### src/rtl/pim_cmd_sequencer.sv
// pim_cmd_sequencer: upstream command master for the PIM CFU.
// A job loads job_len weight words from a small FIFO into consecutive PIM rows
// (one write command per word), then issues MAC_STEPS+MAC_FLUSH process
// commands. The data of the last process response is returned as the result.
// Only one CFU command is ever outstanding.
// Optional build macro PIM_SEQ_PERF_EN adds a 32-bit saturating busy-cycle
// counter on port perf_cycles.
module pim_cmd_sequencer #(
  parameter int DWIDTH     = 32,
  parameter int AWIDTH     = 10,
  parameter int FIFO_DEPTH = 8,
  parameter int MAC_STEPS  = 32,
  parameter int MAC_FLUSH  = 3
) (
  input  logic              clk,
  input  logic              reset,
  // job request
  input  logic              job_valid,
  output logic              job_ready,
  input  logic [7:0]        job_base_addr,
  input  logic [7:0]        job_len,
  // weight word stream
  input  logic              wdata_valid,
  output logic              wdata_ready,
  input  logic [DWIDTH-1:0] wdata,
  // CFU command port
  output logic              m_cmd_valid,
  input  logic              m_cmd_ready,
  output logic [AWIDTH-1:0] m_cmd_function_id,
  output logic [DWIDTH-1:0] m_cmd_inputs_0,
  output logic [DWIDTH-1:0] m_cmd_inputs_1,
  // CFU response port
  input  logic              m_rsp_valid,
  output logic              m_rsp_ready,
  input  logic [DWIDTH-1:0] m_rsp_outputs_0,
  // job result
  output logic              res_valid,
  input  logic              res_ready,
  output logic [DWIDTH-1:0] res_data,
  output logic              busy
`ifdef PIM_SEQ_PERF_EN
  ,
  output logic [31:0]       perf_cycles
`endif
);

  localparam int PTR_W  = (FIFO_DEPTH > 1) ? $clog2(FIFO_DEPTH) : 1;
  localparam int CNT_W  = PTR_W + 1;
  localparam int TOTAL  = MAC_STEPS + MAC_FLUSH;
  localparam int STEP_W = $clog2(TOTAL + 1);

  localparam logic [CNT_W-1:0]  FIFO_FULL_CNT = CNT_W'(FIFO_DEPTH);
  localparam logic [STEP_W-1:0] STEP_LAST     = STEP_W'(TOTAL);
  localparam logic [1:0]        OP_WRITE      = 2'b01;
  localparam logic [1:0]        OP_PROCESS    = 2'b10;

  typedef enum logic [2:0] {
    S_IDLE,
    S_WR_CMD,
    S_WR_RSP,
    S_MAC_CMD,
    S_MAC_RSP,
    S_DONE
  } state_t;

  // Row address sits in the top 8 bits, op in the bottom 2, zeros between.
  function automatic logic [AWIDTH-1:0] make_fid(input logic [7:0] row,
                                                 input logic [1:0] op);
    logic [AWIDTH-1:0] f;
    f                = '0;
    f[AWIDTH-1 -: 8] = row;
    f[1:0]           = op;
    return f;
  endfunction

  // ------------------------------------------------------------------
  // Weight-word FIFO. The head is read combinationally so it can be
  // presented as write-command data without an extra bubble; it only
  // changes on a pop, so the command stays stable under backpressure.
  // ------------------------------------------------------------------
  logic [DWIDTH-1:0] fifo_mem [FIFO_DEPTH];
  logic [PTR_W-1:0]  wr_ptr_q, wr_ptr_d;
  logic [PTR_W-1:0]  rd_ptr_q, rd_ptr_d;
  logic [CNT_W-1:0]  cnt_q, cnt_d;
  logic              fifo_push;
  logic              fifo_pop;
  logic              fifo_empty;
  logic              fifo_full;
  logic [DWIDTH-1:0] fifo_head;

  assign fifo_full   = (cnt_q == FIFO_FULL_CNT);
  assign fifo_empty  = (cnt_q == '0);
  assign fifo_push   = wdata_valid && !fifo_full;
  assign wdata_ready = !fifo_full;
  assign fifo_head   = fifo_mem[rd_ptr_q];

  // Storage array: no reset needed, validity is tracked by the count.
  always_ff @(posedge clk) begin
    if (fifo_push) begin
      fifo_mem[wr_ptr_q] <= wdata;
    end
  end

  // Pointer and occupancy next-state; pointers wrap naturally (power of two).
  always_comb begin
    wr_ptr_d = wr_ptr_q;
    rd_ptr_d = rd_ptr_q;
    cnt_d    = cnt_q;
    if (fifo_push) begin
      wr_ptr_d = wr_ptr_q + PTR_W'(1);
    end
    if (fifo_pop) begin
      rd_ptr_d = rd_ptr_q + PTR_W'(1);
    end
    if (fifo_push && !fifo_pop) begin
      cnt_d = cnt_q + CNT_W'(1);
    end else if (!fifo_push && fifo_pop) begin
      cnt_d = cnt_q - CNT_W'(1);
    end
  end

  // Pointer/occupancy registers; reset flushes the FIFO.
  always_ff @(posedge clk) begin
    if (reset) begin
      wr_ptr_q <= '0;
      rd_ptr_q <= '0;
      cnt_q    <= '0;
    end else begin
      wr_ptr_q <= wr_ptr_d;
      rd_ptr_q <= rd_ptr_d;
      cnt_q    <= cnt_d;
    end
  end

  // ------------------------------------------------------------------
  // Sequencer FSM
  // ------------------------------------------------------------------
  state_t            state_q, state_d;
  logic [7:0]        base_q, base_d;
  logic [7:0]        len_q, len_d;
  logic [7:0]        idx_q, idx_d;
  logic [STEP_W-1:0] step_q, step_d;
  logic [DWIDTH-1:0] res_q, res_d;

  logic              cmd_hs;
  logic              wr_rsp_done;
  logic              mac_rsp_done;
  logic [7:0]        idx_inc;
  logic [STEP_W-1:0] step_inc;

  assign cmd_hs   = m_cmd_valid && m_cmd_ready;
  assign idx_inc  = idx_q + 8'd1;
  assign step_inc = step_q + STEP_W'(1);

  // Next-state and output decode; a response arriving in the same cycle as
  // the command handshake is consumed immediately, skipping the *_RSP wait.
  always_comb begin
    state_d           = state_q;
    base_d            = base_q;
    len_d             = len_q;
    idx_d             = idx_q;
    step_d            = step_q;
    res_d             = res_q;
    job_ready         = 1'b0;
    m_cmd_valid       = 1'b0;
    m_cmd_function_id = '0;
    m_cmd_inputs_0    = '0;
    m_rsp_ready       = 1'b0;
    res_valid         = 1'b0;
    fifo_pop          = 1'b0;
    wr_rsp_done       = 1'b0;
    mac_rsp_done      = 1'b0;

    case (state_q)
      S_IDLE: begin
        job_ready = 1'b1;
        if (job_valid) begin
          base_d  = job_base_addr;
          len_d   = job_len;
          idx_d   = 8'd0;
          step_d  = '0;
          state_d = (job_len != 8'd0) ? S_WR_CMD : S_MAC_CMD;
        end
      end

      S_WR_CMD: begin
        m_rsp_ready       = 1'b1;
        m_cmd_valid       = !fifo_empty;
        m_cmd_function_id = make_fid(base_q + idx_q, OP_WRITE);
        m_cmd_inputs_0    = fifo_head;
        if (cmd_hs) begin
          fifo_pop = 1'b1;
          if (m_rsp_valid) begin
            wr_rsp_done = 1'b1;
          end else begin
            state_d = S_WR_RSP;
          end
        end
      end

      S_WR_RSP: begin
        m_rsp_ready = 1'b1;
        if (m_rsp_valid) begin
          wr_rsp_done = 1'b1;
        end
      end

      S_MAC_CMD: begin
        m_rsp_ready       = 1'b1;
        m_cmd_valid       = 1'b1;
        m_cmd_function_id = make_fid(8'd0, OP_PROCESS);
        if (cmd_hs) begin
          if (m_rsp_valid) begin
            mac_rsp_done = 1'b1;
          end else begin
            state_d = S_MAC_RSP;
          end
        end
      end

      S_MAC_RSP: begin
        m_rsp_ready = 1'b1;
        if (m_rsp_valid) begin
          mac_rsp_done = 1'b1;
        end
      end

      S_DONE: begin
        res_valid = 1'b1;
        if (res_ready) begin
          state_d = S_IDLE;
        end
      end

      default: begin
        state_d = S_IDLE;
      end
    endcase

    // Write response data is ignored; only the word index advances.
    if (wr_rsp_done) begin
      idx_d   = idx_inc;
      state_d = (idx_inc == len_q) ? S_MAC_CMD : S_WR_CMD;
    end

    // Every process response overwrites the result; the last one sticks.
    if (mac_rsp_done) begin
      step_d  = step_inc;
      res_d   = m_rsp_outputs_0;
      state_d = (step_inc == STEP_LAST) ? S_DONE : S_MAC_CMD;
    end
  end

  assign m_cmd_inputs_1 = '0;
  assign res_data       = res_q;
  assign busy           = (state_q != S_IDLE);

  // FSM state and job-context registers.
  always_ff @(posedge clk) begin
    if (reset) begin
      state_q <= S_IDLE;
      base_q  <= '0;
      len_q   <= '0;
      idx_q   <= '0;
      step_q  <= '0;
      res_q   <= '0;
    end else begin
      state_q <= state_d;
      base_q  <= base_d;
      len_q   <= len_d;
      idx_q   <= idx_d;
      step_q  <= step_d;
      res_q   <= res_d;
    end
  end

`ifdef PIM_SEQ_PERF_EN
  logic [31:0] perf_q;

  // Active-cycle counter: cleared on job accept, counts WR/MAC states only,
  // saturates instead of wrapping.
  always_ff @(posedge clk) begin
    if (reset) begin
      perf_q <= '0;
    end else if (state_q == S_IDLE && job_valid) begin
      perf_q <= '0;
    end else if (state_q != S_IDLE && state_q != S_DONE && perf_q != 32'hFFFF_FFFF) begin
      perf_q <= perf_q + 32'd1;
    end
  end

  assign perf_cycles = perf_q;
`endif

endmodule

### config.mk
export PLATFORM = sky130hd
export DESIGN_NAME = pim_cmd_sequencer
export DESIGN_NICKNAME = d
export VERILOG_FILES = /design/src/rtl/pim_cmd_sequencer.sv
export SDC_FILE = /design/constraint.sdc
export NUM_CORES = 1
export LEC_CHECK = 0
export ABC_AREA = 1
export BUFFER_PORTS_ARGS = -buffer_cell sky130_fd_sc_hd__buf_2
export CAP_MARGIN = 20
export CORE_ASPECT_RATIO = 2
export CORE_UTILIZATION = 31
export CTS_BUF_LIST = sky130_fd_sc_hd__clkbuf_4 sky130_fd_sc_hd__clkbuf_8
export CTS_CLUSTER_DIAMETER = 60
export DETAILED_ROUTE_END_ITERATION = 10
export PLACE_DENSITY_LB_ADDON = 0.2
export SYNTH_ARGS = -nofsm -noshare
export SYNTH_HDL_FRONTEND = slang
export SYNTH_SLANG_ARGS = --single-unit
### constraint.sdc
create_clock -name clk -period 2.7 [get_ports clk]
set_input_delay 0.27 -clock clk [delete_from_list [all_inputs] [get_ports clk]]
set_output_delay 0.27 -clock clk [all_outputs]
set_load 0.01 [all_outputs]
==> reports/results.tsv, run 1 <==
stage	metric	value	unit
sta	Hold Slack	0.0565	ns
critical_path	Buf/Inv on CP	1	
global_routing	gr usage total	15.8	%
logic_synthesis	Yosys reg bits	334	
worst_hold_path	Worst Hold End	wr_ptr_q[1]	
global_routing	gr ovfl total	0	
power_and_ir_drop	power per cell area	801	nW/um2
worst_hold_path	worst hold stages	3	
logic_synthesis	synth cell count leaders	314 x nor2_1, 256 x edfxtp_1, 217 x o21ai_0	
drt	Total Wirelength	36.0	mm
power_and_ir_drop	overall power	13.8	mW
cts	clock slew at reported path FFs	0.07	ns
sta	RSZ-0062 raised after global routing	yes	
logic_synthesis	number of enable flip-flop cells after synthesis	256	
sta	Period minus WS final	2.56	ns
cts	CTS tree	done	
cts	H-tree depth	2	
die	CORE AREA	44200	um2
power_and_ir_drop	Psw	4.51	mW
final_layout	register area	9260	um2
final_layout	fillcell total	4328	
logic_synthesis	top-count cell post-synth	nor2_1	
power_and_ir_drop	Pleak	6.52	nW
power_and_ir_drop	Internal Pwr Total	9.31	mW
final_layout	Synth-to-Final Area Change	24.1	%
final_layout	Net count, final	1661	
logic_synthesis	area fraction of the dominant cell type after synthesis	55.3	%
cts	Clock Path Buffers	3	
critical_path	worst r2r path cells	15	
power_and_ir_drop	Max VDD drop	0.420	mV
logic_synthesis	synthesized instance count	1303	
logic_synthesis	Synth area leader	edfxtp_1	
logic_synthesis	YS warnings	0	
sta	Max Clock Freq	391	MHz
drt	vias	10245	
logic_synthesis	largest cells by area after synthesis	edfxtp_1 55%, dfxtp_1 11%, nor2_1 8.5%, o21ai_0 7.8%, nand2_1 2.1%	
global_routing	vias in the first global route	10134	
die	area of the die	45800	um2
sta	Slew Limit Headroom	58.2	%
sta	Worst-Margin Slew	0.627	ns
power_and_ir_drop	part of the power in registers	45.0	%
placement	gpl congestion	0.777	
final_layout	area of the multi-input gates	4110	um2
sta	Final Hold Vio Count	0	
critical_path	cells along the critical path	ha_1 > fa_2 > nand3_1 > nand3_1 > a21oi_1 > o21ai_1 > o21ai_1 > a21oi_1 > buf_2	
sta	clock skew	0.0191	ns
critical_path	WP data arrival	2.29	ns
critical_path	worst reg2reg startpoint	cnt_q[0]	
critical_path	max incr delay on CP	0.37	ns
logic_synthesis	Synth cell types	37	
power_and_ir_drop	Net Sw Frac	32.7	%
drt	TritonRoute pass-1 iters	5	
final_layout	fin util	39.1	%
die	Starting Density	31.5	%
drt	Iteration-0 DRC Markers	433	
critical_path	Req. time, crit path	2.43	ns
cts	CTS buffer count	48	
power_and_ir_drop	Comb pwr share	26.2	%
drt	ANT nets after route	0	
logic_synthesis	synthesized area per cell	10.7	um2
drt	DRC Markers	0	
logic_synthesis	top_reg_cell synth	edfxtp_1	
logic_synthesis	asr flop ratio synth	0	%
placement	DP Worst Slack	0.430	ns
placement	PortBufs	166	
global_routing	largest net degree at the start of global routing	73	
critical_path	Worst R2R End	cnt_q[3]	
sta	Tcrit/Tclk final	94.7	%
placement	DP Wirelength	22.2	mm
worst_hold_path	hold wc startpoint	wdata_valid	
cts	Worst-Skew Late Latency	0.60	ns
die	Die H	302	um
cts	Sink Count	334	
sta	Final setup viols	0	
status	outcome	complete, no violations	
flow_run	max cap viols	0	
critical_path	Critical Path Start Type	flop	
global_routing	global-route wire length before repair	55.1	mm
sta	Slew Limit Fails	0	
sta	worst setup margin	0.143	ns
power_and_ir_drop	Clk pwr share	28.9	%
logic_synthesis	synthesized area	13900	um2
critical_path	Slowest-stage cell, CP	fa_2	
drt	wire length per cell	16.7	um
worst_hold_path	Hold WC Path Type	input port to flop	
cts	Root Buffer	clkbuf_8	
critical_path	CP Capture Type	output port	
die	die width	152	um
die	io pins	199	
drt	drt via density	4.77	
critical_path	Worst Setup Path Type	flop to output port	
global_routing	initial antenna violation count	2	
die	# rows	109	
critical_path	Worst path top cell family by delay	adder cells	
logic_synthesis	sequential share of the synthesized area	66.5	%
final_layout	layout cells sized above 1	19.5	%
critical_path	Crit Path Max Fanout	7	
critical_path	R2R Setup Slk	0.43	ns
layer usage:
| metal | routed length [um] | up-vias | global-route usage (%) | share of wire (%) |
|---|---|---|---|---|
| li1 | - | 5011 | - | - |
| met4 | 1160 | 0 | 7.02 | 3.2 |
| met5 | 0 | - | 0 | 0 |
| met2 | 19700 | 290 | 30.2 | 55 |
| met3 | 1810 | 62 | 2.92 | 5.0 |
| met1 | 13300 | 4882 | 16.2 | 37 |
cells by family (layout without fill, tap and decap cells):
group / count (synthesis) / after routing / synth area share [%]
adder cells (fa/ha/maj): 17 / 17 / 1.64
AND/OR/NAND/NOR: 447 / 447 / 13.1
XOR/XNOR: 7 / 7 / 0.441
buffers and inverters: 159 / 418 / 5.42
other: 1 / 34 / 0.0270
AO/OA/AOI/OAI: 338 / 338 / 12.9
flip-flops: 334 / 334 / 66.5
area by class of cell:
cell class | instances | area share, %
Inverter | 58 | 1.30
Sequential cell | 334 | 53.6
Tap cell | 555 | 4.02
Antenna cell | 2 | 0.0290
Clock buffer | 61 | 4.39
Timing Repair Buffer | 274 | 11.8
Multi-Input combinational cell | 841 | 23.8
Clock inverter | 25 | 1.03
worst max-delay path by stage:
stage               cells after the start       start              endpoint  slack, ns
finish                                  9    idx_q[0]  m_cmd_function_id[8]       0.14
global route                            9    idx_q[0]  m_cmd_function_id[8]      -0.04
CTS                                     8  state_q[0]    m_cmd_inputs_0[24]       0.01
detailed placement                     15    cnt_q[0]              cnt_q[3]       0.43
global placement                       15    cnt_q[0]              cnt_q[3]       0.38
floorplan                               6    cnt_q[0]        fifo_mem[0][0]      -0.04
worst reg2reg max path, delay by kind of cell, from the launching register on:
family / cells / cell delay, ns
AND/OR/NAND/NOR: 8 / 0.77
flip-flops: 1 / 0.36
buffers and inverters: 2 / 0.22
AO/OA/AOI/OAI: 3 / 0.35
adder cells (fa/ha/maj): 2 / 0.47
per-stage QoR:
stage	area, um2	TNS [ns]	std cells
after CTS	17200	0	2147
after global placement	15500	0	1980
after floorplan	14000	-5.02	1334
final	17300	0	2150
after global routing	17300	-0.0367	2150
after detailed placement	15500	0	1980
layout by cell type (no fill, tap or decap), types with 7 or more instances in the layout:
master	Yosys	final
a21oi_1	45	45
a31oi_1	33	32
buf_12	0	13
buf_2	15	166
buf_4	33	13
clkbuf_4	0	13
clkbuf_8	0	48
clkinv_1	2	12
clkinv_2	0	7
conb_1	1	32
dfxtp_1	78	74
dlygate4sd3_1	0	78
edfxtp_1	256	256
ha_1	15	14
inv_1	50	50
nand2_1	78	78
nand3_1	33	33
nor2_1	314	305
nor2_4	1	10
o21ai_0	217	214
o21ai_1	6	9
o22ai_1	32	32
power by group through the flow:
stage | Combinational, mW | Sequential, mW | Clock (mW)
finish | 3.61 | 6.21 | 3.99
floorplan | 2.17 | 6.31 | 0
global route | 4.08 | 6.26 | 4.33
CTS | 3.67 | 6.22 | 4.15
detailed placement | 3.52 | 6.32 | 0
global placement | 3.49 | 6.31 | 0
registers in the layout, indices dropped and copies added (netlist names), named ones only:
| register | cells |
|---|---|
| fifo_mem | 256 |
| idx_q | 8 |
| len_q | 8 |
| step_q | 6 |
| base_q | 8 |
| cnt_q | 4 |
| res_data | 32 |
| wr_ptr_q | 3 |
| rd_ptr_q | 3 |
| state_q | 3 |
timing repair:
action,in CTS,in global routing
hold endpoints to repair,302,0
setup endpoints to repair,30,19
resized for setup,5,9
pin swaps,1,0
setup buffers,3,1
hold buffers,78,0
Power figures use the tool's default switching activity.
==> inputs of run 2 (changes only) <==
--- a/config.mk
+++ b/config.mk
@@ -8,7 +8,7 @@
 export ABC_AREA = 1
 export BUFFER_PORTS_ARGS = -buffer_cell sky130_fd_sc_hd__buf_2
 export CAP_MARGIN = 20
-export CORE_ASPECT_RATIO = 2
+export CORE_ASPECT_RATIO = 1.5
 export CORE_UTILIZATION = 31
 export CTS_BUF_LIST = sky130_fd_sc_hd__clkbuf_4 sky130_fd_sc_hd__clkbuf_8
 export CTS_CLUSTER_DIAMETER = 60
==> run 2 against run 1 <==
  * Sequential share of layout area fell by 0.40 points
  * Die area about the same
  * Largest power group unchanged
  * Non-clock buffer count shrank 6
  * Fmax rose by 1.4%
  * Register-to-register slack got worse by 0.05 ns
  * Critical path depth shrank 1
  * Sequential power is essentially flat
==> reports/results.tsv, run 2 (synthesis results as in run 1) <==
stage	metric	value	unit
worst_hold_path	hold wc startpoint	job_len[1]	
critical_path	Req. time, crit path	2.43	ns
sta	Final setup viols	0	
power_and_ir_drop	overall power	14.0	mW
drt	Iteration-0 DRC Markers	393	
critical_path	max incr delay on CP	0.37	ns
global_routing	gr usage total	15.3	%
sta	Worst-Margin Slew	0.632	ns
sta	Hold Slack	0.0506	ns
final_layout	fillcell total	4348	
critical_path	Critical path origin	state_q[0]	
die	area of the die	45700	um2
cts	Root Buffer	clkbuf_8	
critical_path	Buf/Inv on CP	4	
global_routing	vias in the first global route	10231	
worst_hold_path	Hold WC Path Type	input port to flop	
sta	clock skew	0.0238	ns
placement	gpl congestion	0.759	
die	die width	175	um
drt	vias	10228	
power_and_ir_drop	Pleak	6.58	nW
cts	Worst-Skew Late Latency	0.61	ns
placement	DP Worst Slack	0.363	ns
sta	Slew Limit Headroom	57.8	%
power_and_ir_drop	Net Sw Frac	32.3	%
cts	CTS buffer count	52	
drt	met1 wire length	14.5	mm
final_layout	Synth-to-Final Area Change	25.0	%
critical_path	worst reg2reg startpoint	cnt_q[0]	
cts	H-tree depth	2	
power_and_ir_drop	part of the power in registers	44.4	%
global_routing	global-route wire length before repair	54.8	mm
critical_path	Worst path top cell family by delay	buffers and inverters	
sta	worst setup margin	0.177	ns
drt	DRC Markers	0	
sta	Max Clock Freq	396	MHz
placement	DP Wirelength	19.9	mm
power_and_ir_drop	Internal Pwr Total	9.48	mW
drt	Total Wirelength	35.2	mm
power_and_ir_drop	Psw	4.52	mW
cts	CTS tree	done	
status	outcome	complete, no violations	
drt	top routing layer in use	met5	
final_layout	most common cell after layout, fill and taps aside	nor2_1	
global_routing	initial antenna violation count	2	
power_and_ir_drop	Clk pwr share	30.4	%
cts	Sink Count	334	
sta	Final Hold Vio Count	0	
critical_path	Slowest-stage cell, CP	dfxtp_1	
final_layout	Largest register FFs	256	
die	io pins	199	
placement	PortBufs	166	
drt	DR WL met3	1.76	mm
cts	clock slew at reported path FFs	0.06	ns
critical_path	Worst Setup Path Type	flop to output port	
power_and_ir_drop	Comb pwr share	25.2	%
sta	RSZ-0062 raised after global routing	no	
sta	Period minus WS final	2.52	ns
drt	wire length per cell	16.2	um
critical_path	cells along the critical path	inv_2 > nor2_8 > inv_1 > nor2_4 > buf_12 > o21ai_0 > a31oi_1 > buf_2	
final_layout	area of the multi-input gates	4110	um2
die	Die H	261	um
die	Starting Density	31.5	%
power_and_ir_drop	power per cell area	805	nW/um2
sta	Slew Limit Fails	0	
global_routing	gr ovfl total	0	
critical_path	WP data arrival	2.25	ns
critical_path	CP Capture Type	output port	
power_and_ir_drop	Max VDD drop	0.437	mV
final_layout	fin util	39.4	%
drt	drt via density	4.70	
final_layout	register area	9260	um2
cts	Clock Path Buffers	3	
drt	TritonRoute pass-1 iters	5	
die	# rows	94	
final_layout	layout cells sized above 1	19.7	%
critical_path	Critical Path Start Type	flop	
die	CORE AREA	44100	um2
final_layout	most frequent cells in the layout	305 x nor2_1, 256 x edfxtp_1, 214 x o21ai_0	
final_layout	Largest Register	fifo_mem	
flow_run	max cap viols	0	
critical_path	Crit Path Max Fanout	40	
global_routing	largest net degree at the start of global routing	129	
final_layout	Net count, final	1659	
sta	Tcrit/Tclk final	93.4	%
drt	Met2 Wirelength	18.2	mm
drt	ANT nets after route	0	
run 2: repair_timing:
item,in CTS,in global routing
hold buffers,79,0
setup endpoints to repair,1,27
pin swaps,0,0
endpoints found under the hold margin,303,0
cloned,0,1
buffers inserted,0,0
resized for setup,2,13
run 2: metal layers:
metal  up-vias  GRT usage [%]
met5         -              0
met3        59           3.15
met1      4870           17.3
li1       5023              -
met4         2           5.05
met2       274           28.4
run 2: power groups by stage:
stage          logic [mW]  clock network, mW  registers, mW
5_1_grt              4.02               4.61           6.26
3_3_place_gp         3.46                  0           6.30
3_5_place_dp         3.48                  0           6.31
2_1_floorplan        2.17                  0           6.31
4_1_cts              3.58               4.41           6.21
6_report             3.54               4.25           6.21
run 2: layout make-up:
cell class	instances	area share, %
clock buffers	73	5.17
diodes	1	0.0144
clock inverters	25	0.849
flip-flops and latches	334	53.2
inverters	58	1.29
well taps	576	4.15
repair buffers	268	11.7
multi-input cells	841	23.6
run 2: worst register-to-register path, cell delays in order, from the launching register on:
cell and delay, ns:
dfxtp_1 0.36, nor2_2 0.19, nand3_1 0.11, nand2_1 0.15, inv_1 0.11, ha_1 0.24, inv_1 0.12, ha_1 0.25
nand2_1 0.07, nand2_1 0.05, a21oi_1 0.15, nor2_1 0.06, nor2_1 0.08, nand2_1 0.06, o21ai_0 0.15, a21oi_1 0.06
run 2: worst paths after layout:
kind	end	slack (ns)	cells after the start
worst max register to register	cnt_q[3]	0.38	15
worst max-delay path	m_cmd_inputs_0[13]	0.18	8
worst min-delay path	len_q[1]	0.05	3
worst min register to register	len_q[0]	0.47	2
run 2: per-stage QoR:
step / setup TNS, ns / std cells / cell area [um2]
floorplan: -5.02 / 1334 / 14000
finish: 0 / 2176 / 17400
detailed placement: 0 / 1997 / 15500
CTS: 0 / 2174 / 17300
global route: 0 / 2176 / 17400
global placement: 0 / 1997 / 15500
